### config.mk
export PLATFORM = sky130hd
export DESIGN_NAME = decode_stage
export DESIGN_NICKNAME = d
export VERILOG_FILES = /design/src/rtl/decode_stage_pkg.sv /design/src/rtl/decode_stage_control_unit.sv /design/src/rtl/decode_stage_extend.sv /design/src/rtl/decode_stage_register_file.sv /design/src/rtl/decode_stage.sv
export SDC_FILE = /design/constraint.sdc
export NUM_CORES = 2
export LEC_CHECK = 0
export BUFFER_PORTS_ARGS = -buffer_cell sky130_fd_sc_hd__buf_2
export CAP_MARGIN = 20
export CORE_ASPECT_RATIO = 1.1
export CORE_UTILIZATION = 40
export DETAILED_ROUTE_END_ITERATION = 16
export HOLD_SLACK_MARGIN = 0.12
export SLEW_MARGIN = 15
export SYNTH_ARGS = -nofsm -noshare
export SYNTH_HDL_FRONTEND = slang
export SYNTH_HIERARCHICAL = 1
export SYNTH_SLANG_ARGS = --single-unit
### constraint.sdc
create_clock -name clk -period 6.3 [get_ports clk]
set_input_delay 1.89 -clock clk [delete_from_list [all_inputs] [get_ports clk]]
set_output_delay 1.89 -clock clk [all_outputs]
set_load 0.03 [all_outputs]
### src/rtl/decode_stage_pkg.sv
// decode_stage_pkg: shared opcode, immediate-format, result-source and ALU encodings
package decode_stage_pkg;

    localparam logic [6:0] OP_IMM    = 7'b0010011;
    localparam logic [6:0] OP_REG    = 7'b0110011;
    localparam logic [6:0] OP_LOAD   = 7'b0000011;
    localparam logic [6:0] OP_STORE  = 7'b0100011;
    localparam logic [6:0] OP_BRANCH = 7'b1100011;
    localparam logic [6:0] OP_JAL    = 7'b1101111;
    localparam logic [6:0] OP_JALR   = 7'b1100111;
    localparam logic [6:0] OP_LUI    = 7'b0110111;
    localparam logic [6:0] OP_AUIPC  = 7'b0010111;

    typedef enum logic [2:0] {IMM_I, IMM_S, IMM_B, IMM_U, IMM_J} imm_src_e;

    typedef enum logic [1:0] {RES_ALU, RES_MEM, RES_PC4, RES_PCIMM} res_src_e;

    typedef enum logic [3:0] {
        ALU_ADD, ALU_SUB, ALU_AND, ALU_OR, ALU_XOR,
        ALU_SLT, ALU_SLTU, ALU_SLL, ALU_SRL, ALU_SRA, ALU_PASSB
    } alu_ctrl_e;

    // alt_sub only honoured for register-register ops; alt_sh picks arithmetic right shift
    function automatic logic [3:0] alu_dec(input logic [2:0] f3, input logic alt_sub, input logic alt_sh);
        case (f3)
            3'b000:  alu_dec = alt_sub ? ALU_SUB : ALU_ADD;
            3'b001:  alu_dec = ALU_SLL;
            3'b010:  alu_dec = ALU_SLT;
            3'b011:  alu_dec = ALU_SLTU;
            3'b100:  alu_dec = ALU_XOR;
            3'b101:  alu_dec = alt_sh ? ALU_SRA : ALU_SRL;
            3'b110:  alu_dec = ALU_OR;
            default: alu_dec = ALU_AND;
        endcase
    endfunction

endpackage

### src/rtl/decode_stage_control_unit.sv
// control_unit: combinational opcode/funct decode into pipeline control signals
module control_unit
    import decode_stage_pkg::*;
(
    input  logic [6:0] i_opcode,
    input  logic [2:0] i_funct3,
    input  logic       i_funct7_5,
    output logic       o_reg_write,
    output logic       o_mem_write,
    output logic       o_jump,
    output logic       o_branch,
    output logic       o_alu_src,
    output logic [1:0] o_result_src,
    output logic [2:0] o_imm_src,
    output logic [1:0] o_store_type,
    output logic [2:0] o_load_type,
    output logic [2:0] o_branch_type,
    output logic [3:0] o_alu_ctrl
);
    always_comb begin
        o_reg_write   = 1'b0;
        o_mem_write   = 1'b0;
        o_jump        = 1'b0;
        o_branch      = 1'b0;
        o_alu_src     = 1'b0;
        o_result_src  = RES_ALU;
        o_imm_src     = IMM_I;
        o_alu_ctrl    = ALU_ADD;
        o_store_type  = 'x;
        o_load_type   = 'x;
        o_branch_type = 'x;
        case (i_opcode)
            OP_IMM: begin
                o_reg_write = 1'b1;
                o_alu_src   = 1'b1;
                o_alu_ctrl  = alu_dec(i_funct3, 1'b0, i_funct7_5);
            end
            OP_REG: begin
                o_reg_write = 1'b1;
                o_alu_ctrl  = alu_dec(i_funct3, i_funct7_5, i_funct7_5);
            end
            OP_LOAD: begin
                o_reg_write  = 1'b1;
                o_alu_src    = 1'b1;
                o_result_src = RES_MEM;
                o_load_type  = i_funct3;
            end
            OP_STORE: begin
                o_mem_write  = 1'b1;
                o_alu_src    = 1'b1;
                o_imm_src    = IMM_S;
                o_store_type = i_funct3[1:0];
            end
            OP_BRANCH: begin
                o_branch      = 1'b1;
                o_imm_src     = IMM_B;
                o_alu_ctrl    = ALU_SUB;
                o_branch_type = i_funct3;
            end
            OP_JAL: begin
                o_reg_write  = 1'b1;
                o_jump       = 1'b1;
                o_result_src = RES_PC4;
                o_imm_src    = IMM_J;
            end
            OP_JALR: begin
                o_reg_write  = 1'b1;
                o_jump       = 1'b1;
                o_alu_src    = 1'b1;
                o_result_src = RES_PC4;
            end
            OP_LUI: begin
                o_reg_write = 1'b1;
                o_alu_src   = 1'b1;
                o_imm_src   = IMM_U;
                o_alu_ctrl  = ALU_PASSB;
            end
            OP_AUIPC: begin
                o_reg_write  = 1'b1;
                o_result_src = RES_PCIMM;
                o_imm_src    = IMM_U;
            end
            default: ;
        endcase
    end
endmodule

### src/rtl/decode_stage_extend.sv
// extend: immediate extraction and sign extension for I/S/B/U/J formats
module extend
    import decode_stage_pkg::*;
(
    input  logic [31:7] i_instr,
    input  logic [2:0]  i_imm_src,
    output logic [31:0] o_imm
);
    logic [19:0] w_sx;

    assign w_sx = {20{i_instr[31]}};

    assign o_imm = (i_imm_src == IMM_S) ? {w_sx, i_instr[31:25], i_instr[11:7]} :
                   (i_imm_src == IMM_B) ? {w_sx[18:0], i_instr[31], i_instr[7], i_instr[30:25], i_instr[11:8], 1'b0} :
                   (i_imm_src == IMM_U) ? {i_instr[31:12], 12'b0} :
                   (i_imm_src == IMM_J) ? {w_sx[10:0], i_instr[31], i_instr[19:12], i_instr[20], i_instr[30:21], 1'b0} :
                                          {w_sx, i_instr[31:20]};
endmodule

### src/rtl/decode_stage_register_file.sv
// register_file: 32x32 regs, combinational reads, negedge write, async active-low clear
module register_file (
    input  logic        clk,
    input  logic        i_rst_n,
    input  logic [4:0]  i_ra1,
    input  logic [4:0]  i_ra2,
    input  logic [4:0]  i_wa,
    input  logic [31:0] i_wd,
    input  logic        i_we,
    output logic [31:0] o_rd1,
    output logic [31:0] o_rd2
);
    logic [31:0] r_regs [32];

    always_ff @(negedge clk or negedge i_rst_n) begin
        if (!i_rst_n)
            r_regs <= '{default: '0};
        else if (i_we && i_wa != 5'd0)
            r_regs[i_wa] <= i_wd;
    end

    assign o_rd1 = (i_ra1 == 5'd0) ? 32'd0 : r_regs[i_ra1];
    assign o_rd2 = (i_ra2 == 5'd0) ? 32'd0 : r_regs[i_ra2];
endmodule

### src/rtl/decode_stage.sv
// decode_stage: instruction decode wiring register file, control unit and immediate extender
module decode_stage (
    input  logic        clk,
    input  logic        rst,
    input  logic [31:0] InstrD,
    input  logic [31:0] PCD,
    input  logic [31:0] PCPlus4D,
    input  logic [4:0]  RdW,
    input  logic [31:0] ResultW,
    input  logic        RegWriteW,
    output logic [31:0] RD1D,
    output logic [31:0] RD2D,
    output logic [4:0]  Rs1D,
    output logic [4:0]  Rs2D,
    output logic [4:0]  RdD,
    output logic [31:0] ExtImmD,
    output logic        RegWriteD,
    output logic        MemWriteD,
    output logic        JumpD,
    output logic        BranchD,
    output logic        AluSrcD,
    output logic [1:0]  ResultSrcD,
    output logic [1:0]  StoreTypeD,
    output logic [2:0]  LoadTypeD,
    output logic [2:0]  BranchTypeD,
    output logic [3:0]  ALUControlD
);
    logic [6:0] w_opcode;
    logic [2:0] w_funct3;
    logic [6:0] w_funct7;
    logic [2:0] w_imm_src;
    logic       w_unused;

    assign w_opcode = InstrD[6:0];
    assign w_funct3 = InstrD[14:12];
    assign w_funct7 = InstrD[31:25];
    assign Rs1D     = InstrD[19:15];
    assign Rs2D     = InstrD[24:20];
    assign RdD      = InstrD[11:7];

    // PCs travel alongside the instruction only to keep the pipeline aligned
    assign w_unused = ^{PCD, PCPlus4D, w_funct7[6], w_funct7[4:0]};

    register_file u_rf (
        .clk     (clk),
        .i_rst_n (rst),
        .i_ra1   (Rs1D),
        .i_ra2   (Rs2D),
        .i_wa    (RdW),
        .i_wd    (ResultW),
        .i_we    (RegWriteW),
        .o_rd1   (RD1D),
        .o_rd2   (RD2D)
    );

    control_unit u_cu (
        .i_opcode      (w_opcode),
        .i_funct3      (w_funct3),
        .i_funct7_5    (w_funct7[5]),
        .o_reg_write   (RegWriteD),
        .o_mem_write   (MemWriteD),
        .o_jump        (JumpD),
        .o_branch      (BranchD),
        .o_alu_src     (AluSrcD),
        .o_result_src  (ResultSrcD),
        .o_imm_src     (w_imm_src),
        .o_store_type  (StoreTypeD),
        .o_load_type   (LoadTypeD),
        .o_branch_type (BranchTypeD),
        .o_alu_ctrl    (ALUControlD)
    );

    extend u_ext (
        .i_instr   (InstrD[31:7]),
        .i_imm_src (w_imm_src),
        .o_imm     (ExtImmD)
    );
endmodule

## Yosys cells after proc, flatten, opt, wreduce, memory -nomap -nowiden

Cells that the tools add are included.

| storage, ports and cells | value |
|---|---|
| register bits | 1,024 |
| bits of input ports | 136 |
| output and inout bits | 130 |
| logic and storage cells | 98 |

| cells by class | value |
|---|---|
| order comparisons | 4 |
| eq/ne operators | 19 |
| multiplexer cells | 30 |
| bitwise logic cells | 3 |
| reduce and logical (&&, ||, !) cells | 10 |

Operator list:

| operator | count |
|---|---|
| 1024-bit bitwise mux | 1 |
| 32-bit binary-select mux with 5-bit select | 2 |
| 32-bit two-way mux | 7 |
| 32-bit demux with 5-bit select | 1 |
| 31-bit two-way mux | 3 |
| 4-bit case mux with 7 select lines | 2 |
| 7-bit by 6-bit equality test with 1-bit output, second input constant | 3 |
| 7-bit equality test, second input constant | 3 |
| 20-bit two-way mux | 1 |
| 6-bit >= comparator, second input constant | 3 |
| 5-bit NOT with 6-bit output | 3 |
| 4-bit case mux with 4 select lines | 1 |
| 7-bit by 5-bit equality test with 1-bit output, second input constant | 2 |
| 3-bit by 2-bit equality test with 1-bit output, second input constant | 4 |
| 3-bit equality test, second input constant | 4 |
| 3-bit case mux with 4 select lines | 1 |
| 5-bit zero test | 2 |
| 7-bit by 2-bit equality test with 1-bit output, second input constant | 1 |
| 1-bit two-way mux | 7 |
| 7-bit OR reduction | 1 |
| 3-bit by 1-bit equality test with 1-bit output, second input constant | 2 |
| 6-bit by 1-bit less-than comparator with 1-bit output, second input constant | 1 |
| 3-bit two-way mux | 2 |
| 2-bit case mux with 3 select lines | 1 |
| 6 further kinds | 8 |

## Longest topological paths before layout

| depth | value |
|---|---|
| word-level depth | 8 |
| depth in mapped cells | 10 |
| gate-level depth less buffers | 6 |

## Cells and area by module

The synthesis kept the hierarchy.

By module, submodules not included:

| module | instances | cells each | area each (um^2) | sequential area each (um^2) |
|---|---|---|---|---|
| register_file | 1 | 3,621 | 54,369.6 | 25,624.6 |
| extend | 1 | 73 | 525.5 | 0.0 |
| control_unit | 1 | 54 | 359.1 | 0.0 |
| decode_stage | 1 | 15 | 112.6 | 0.0 |

==> results.txt <==
----------------------------------------------------
[Outcome]
  Run status ... finished with violations
  Failing checks ... negative setup slack

[Placement]
  Sum of net half-perimeters after detailed placement ... 121 mm
  # port buffers ... 201
  Weighted congestion reported at the end of routability-driven placement ... 0.833
  Area post-placement ... 62900 sq um

[Setup path]
  Buf/Inv on CP ... 1
  WP data required ... 4.41 ns
  Arrival @ worst endpoint ... 5.50 ns
  Type of the setup path with the least slack ... flop to output port
  Category of the worst setup path launch point ... flop
  Library cell contributing the largest single delay on the critical path ... a311oi_4
  Biggest fanout along the worst timing path ... 3
  Category of the worst setup path capture point ... output port
  Maximum cell stage delay along the critical path ... 0.55 ns
  Reg2Reg Capture Point ... u_rf/r_regs[548]$_DFFE_NN0P_
  Cell family contributing the most delay on the critical path ... compound AO/OA/AOI/OAI gates
  R2R Path Start ... u_rf/r_regs[548]$_DFFE_NN0P_
  Worst setup slack for register-to-register paths ... 5.38 ns
  Cell breakdown of the critical path ... mux4_2, mux2_4, o21ai_2, a311oi_4, buf_6
  FF-to-FF path depth ... 2

[Clock network]
  Reg clk slew, reported paths ... 0.05 ns
  Number of buffers inserted by hold repair at cts ... 0
  Clock tree from TritonCTS ... done
  Insertion delay of the later-clocked pin in the worst-skew pair ... 0.69 ns
  Clock tree sinks ... 1024
  Maximum clock insertion buffer count ... 3
  Clock Root Buffer ... clkbuf_16
  TritonCTS buffer count ... 111
  CTS H-tree lvls ... 3

[Hold path]
  Hold worst-path end ... u_rf/r_regs[1011]$_DFFE_NN0P_
  Worst hold path stage count ... 0
  Tightest Hold Check Type ... flop to flop
  Source of the worst hold timing path ... u_rf/r_regs[1011]$_DFFE_NN0P_

[Drt]
  Number of routed nets with antenna violations ... 0
  Detailed Route WL ... 189 mm
  Number of vias after detailed routing ... 36900
  Iter 0 DRT Violations ... 2850
  Avg Vias per Cell ... 6.26
  DR DRC count ... 0
  Number of optimization iterations in the first detailed-route pass ... 5
  Average detailed-routed wire length per instance ... 32.1 microns

[Power and ir drop]
  Fraction of power consumed by sequential logic ... 0.429
  Proportion of total power due to net switching ... 0.283
  Comb pwr share ... 0.236
  Maximum resistive drop on vdd ... 0.229 mV
  Clock group share of total power ... 0.334
  Switching Power ... 0.00584 W
  Leakage power figure ... 29.1 nW
  Power density over the cells ... 302 nW/um^2
  Cell Int Power ... 0.0148 W

[GRT]
  Grt total ovfl ... 0
  Met2 Use GR ... 0.425
  Routing usage on met3 ... 0.0587
  Vias in the first global route ... 38000
  First-pass GRT wire length ... 275 mm
  Overall global routing resource usage ... 0.272
  Most Crowded Layer GR ... met2
  Largest net degree at the start of global routing ... 107
  Antenna violations before repair ... 18
  GR Util met1 ... 0.376

[Final layout]
  Most frequent cells in the layout ... 1024 x dfrtn_1, 1015 x mux2_2, 448 x mux4_2, 242 x buf_4, 133 x buf_12
  Post-route core utilization ... 0.500
  Most frequent standard cell in the layout excluding fill and tap cells ... dfrtn_1
  Multi-input logic area ... 30600 sq um
  Max reg flops ... 1024
  Final non-filler cell area ... 68400 sq um
  Post-layout net count ... 4129
  Share of post-route cells with drive strength above 1 ... 0.643
  Layout area overhead ... 23.5%
  Total area of sequential cells ... 25600 sq um
  Number of inserted filler cells in the final layout ... 11600
  Top flop regs ... u_rf/r_regs x1024
  Top reg by flops ... u_rf/r_regs

[STA]
  Worst-case clock skew ... 0 ns
  Final setup violation count ... 64
  Final hold violation count ... 0
  Actual slew at the worst max-slew pin ... 0.651 ns
  Setup repair after global routing missed its margin ... true
  Worst slew margin relative to its limit ... 0.565
  Setup slack of the critical path after layout ... -1.09 ns
  Count of pins over their slew limit ... 0

[Synth]
  Main synth FF type ... dfrtn_1
  Synthesis-stage register bit count ... 1024
  Number of warning messages in the yosys log ... 6
  Proportion of netlist area held by the largest area contributor ... 0.463
  Fraction of registers with async set or reset after synthesis ... 1.00
  Synthesized instance count ... 3763
  Largest cells by area after synthesis ... dfrtn_1 46%, mux2_2 21%, mux4_2 18%
  Distinct cell type count of the synthesized netlist ... 55
  Number of enable flip-flop cells after synthesis ... 0
  Number of nets produced by synthesis ... 3899
  Netlist area before placement ... 55400 sq um
  Sequential fraction of the synthesis area ... 0.463
  Avg Inst Size Synth ... 14.7 sq um
  Largest area contributor in the netlist ... dfrtn_1

[Floorplan]
  Number of top-level design ports ... 266
  Initial standard-cell utilization of the core ... 0.405
  Die Outline Area ... 140000 sq um
  Die Span Y ... 392 microns
  Core Box Area ... 137000 sq um
  Number of cell rows ... 142
  Overall die width ... 357 microns

[Job]
  Number of max-capacitance violations reported ... 0

----------------------------------------------------
worst max-delay path by stage:
stage,endpoint,from,slack [ns],cells after the start
final,RD2D[23],u_rf/r_regs[951]$_DFFE_NN0P_,-1.09,5
after global routing,RD1D[21],u_rf/r_regs[309]$_DFFE_NN0P_,-1.13,6
after CTS,RD1D[21],u_rf/r_regs[533]$_DFFE_NN0P_,-1.10,6
after detailed placement,RD1D[28],u_rf/r_regs[444]$_DFFE_NN0P_,-0.59,6
after global placement,RD1D[28],u_rf/r_regs[444]$_DFFE_NN0P_,-0.57,6
after floorplan,u_rf/r_regs[225]$_DFFE_NN0P_,RdW[0],-0.14,6
power by group through the flow:
stage | Clock (W) | Combinational (W) | Sequential [W]
after global placement | 0 | 0.00447 | 0.00884
after detailed placement | 0 | 0.00455 | 0.00892
after CTS | 0.00701 | 0.00483 | 0.00881
after global routing | 0.00727 | 0.00517 | 0.00901
final | 0.00690 | 0.00488 | 0.00885
after floorplan | 0 | 0.00339 | 0.00861
synth_stat cells, types with 4 or more instances:
| cell | instances |
|---|---|
| dfrtn_1 | 1024 |
| a211oi_1 | 67 |
| buf_2 | 174 |
| nand2b_1 | 8 |
| mux4_2 | 448 |
| o2111ai_1 | 18 |
| a311oi_1 | 64 |
| nor2_1 | 35 |
| nand2_1 | 51 |
| a221oi_1 | 55 |
| mux2_1 | 10 |
| clkbuf_1 | 223 |
| a22oi_1 | 64 |
| nand4b_1 | 4 |
| and2b_1 | 5 |
| nor2b_1 | 78 |
| mux2_2 | 1046 |
| buf_6 | 5 |
| buf_4 | 60 |
| a21oi_1 | 4 |
| a22o_1 | 4 |
| o21ai_0 | 111 |
| o21ai_1 | 9 |
| nor3b_1 | 4 |
| a21o_1 | 11 |
| nor3_1 | 8 |
| mux2i_1 | 130 |
per-layer routing:
layer | share of wire | vias to the layer above
li1 | - | 15000
met1 | 0.43 | 20200
met2 | 0.47 | 1304
met3 | 0.072 | 300
met4 | 0.031 | 24
met5 | 0.00086 | -
stage by stage:
step | cells | hold slack [ns] | setup slack [ns] | setup TNS (ns) | power (W)
floorplan | 3763 | 0.402 | -0.137 | -32.56 | 0.0120
global placement | 5687 | 0.336 | -0.573 | -300.08 | 0.0133
detailed placement | 5687 | 0.343 | -0.594 | -309.04 | 0.0135
CTS | 5884 | 0.343 | -1.10 | -64.73 | 0.0207
global route | 5886 | 0.354 | -1.13 | -65.84 | 0.0215
finish | 5887 | 0.340 | -1.09 | -62.95 | 0.0206
timing repair:
item / CTS / global route
gates resized for setup: 316 / 71
endpoints found under the setup margin: 64 / 64
buffers inserted: 3 / 2
pin swaps: 99 / 59
logic make-up (layout without fill, tap and decap cells):
group	count (synthesis)	count (layout)	share of synthesized area
buf+inv	470	792	0.0406
flops	1024	1024	0.463
simple gates	217	217	0.0216
other cells	0	2	0
mux	1634	1634	0.421
xor+xnor	5	5	0.000791
compound gates	413	413	0.0536
final cells by class:
cell class,count,area share
Antenna cell,2,0.0000732
Clock buffer,169,0.0484
Clock inverter,36,0.00745
Timing Repair Buffer,584,0.0885
Sequential cell,1024,0.375
Inverter,3,0.000238
Tap cell,1800,0.0329
Multi-Input combinational cell,2269,0.448
(Power assumes the default switching activity.)
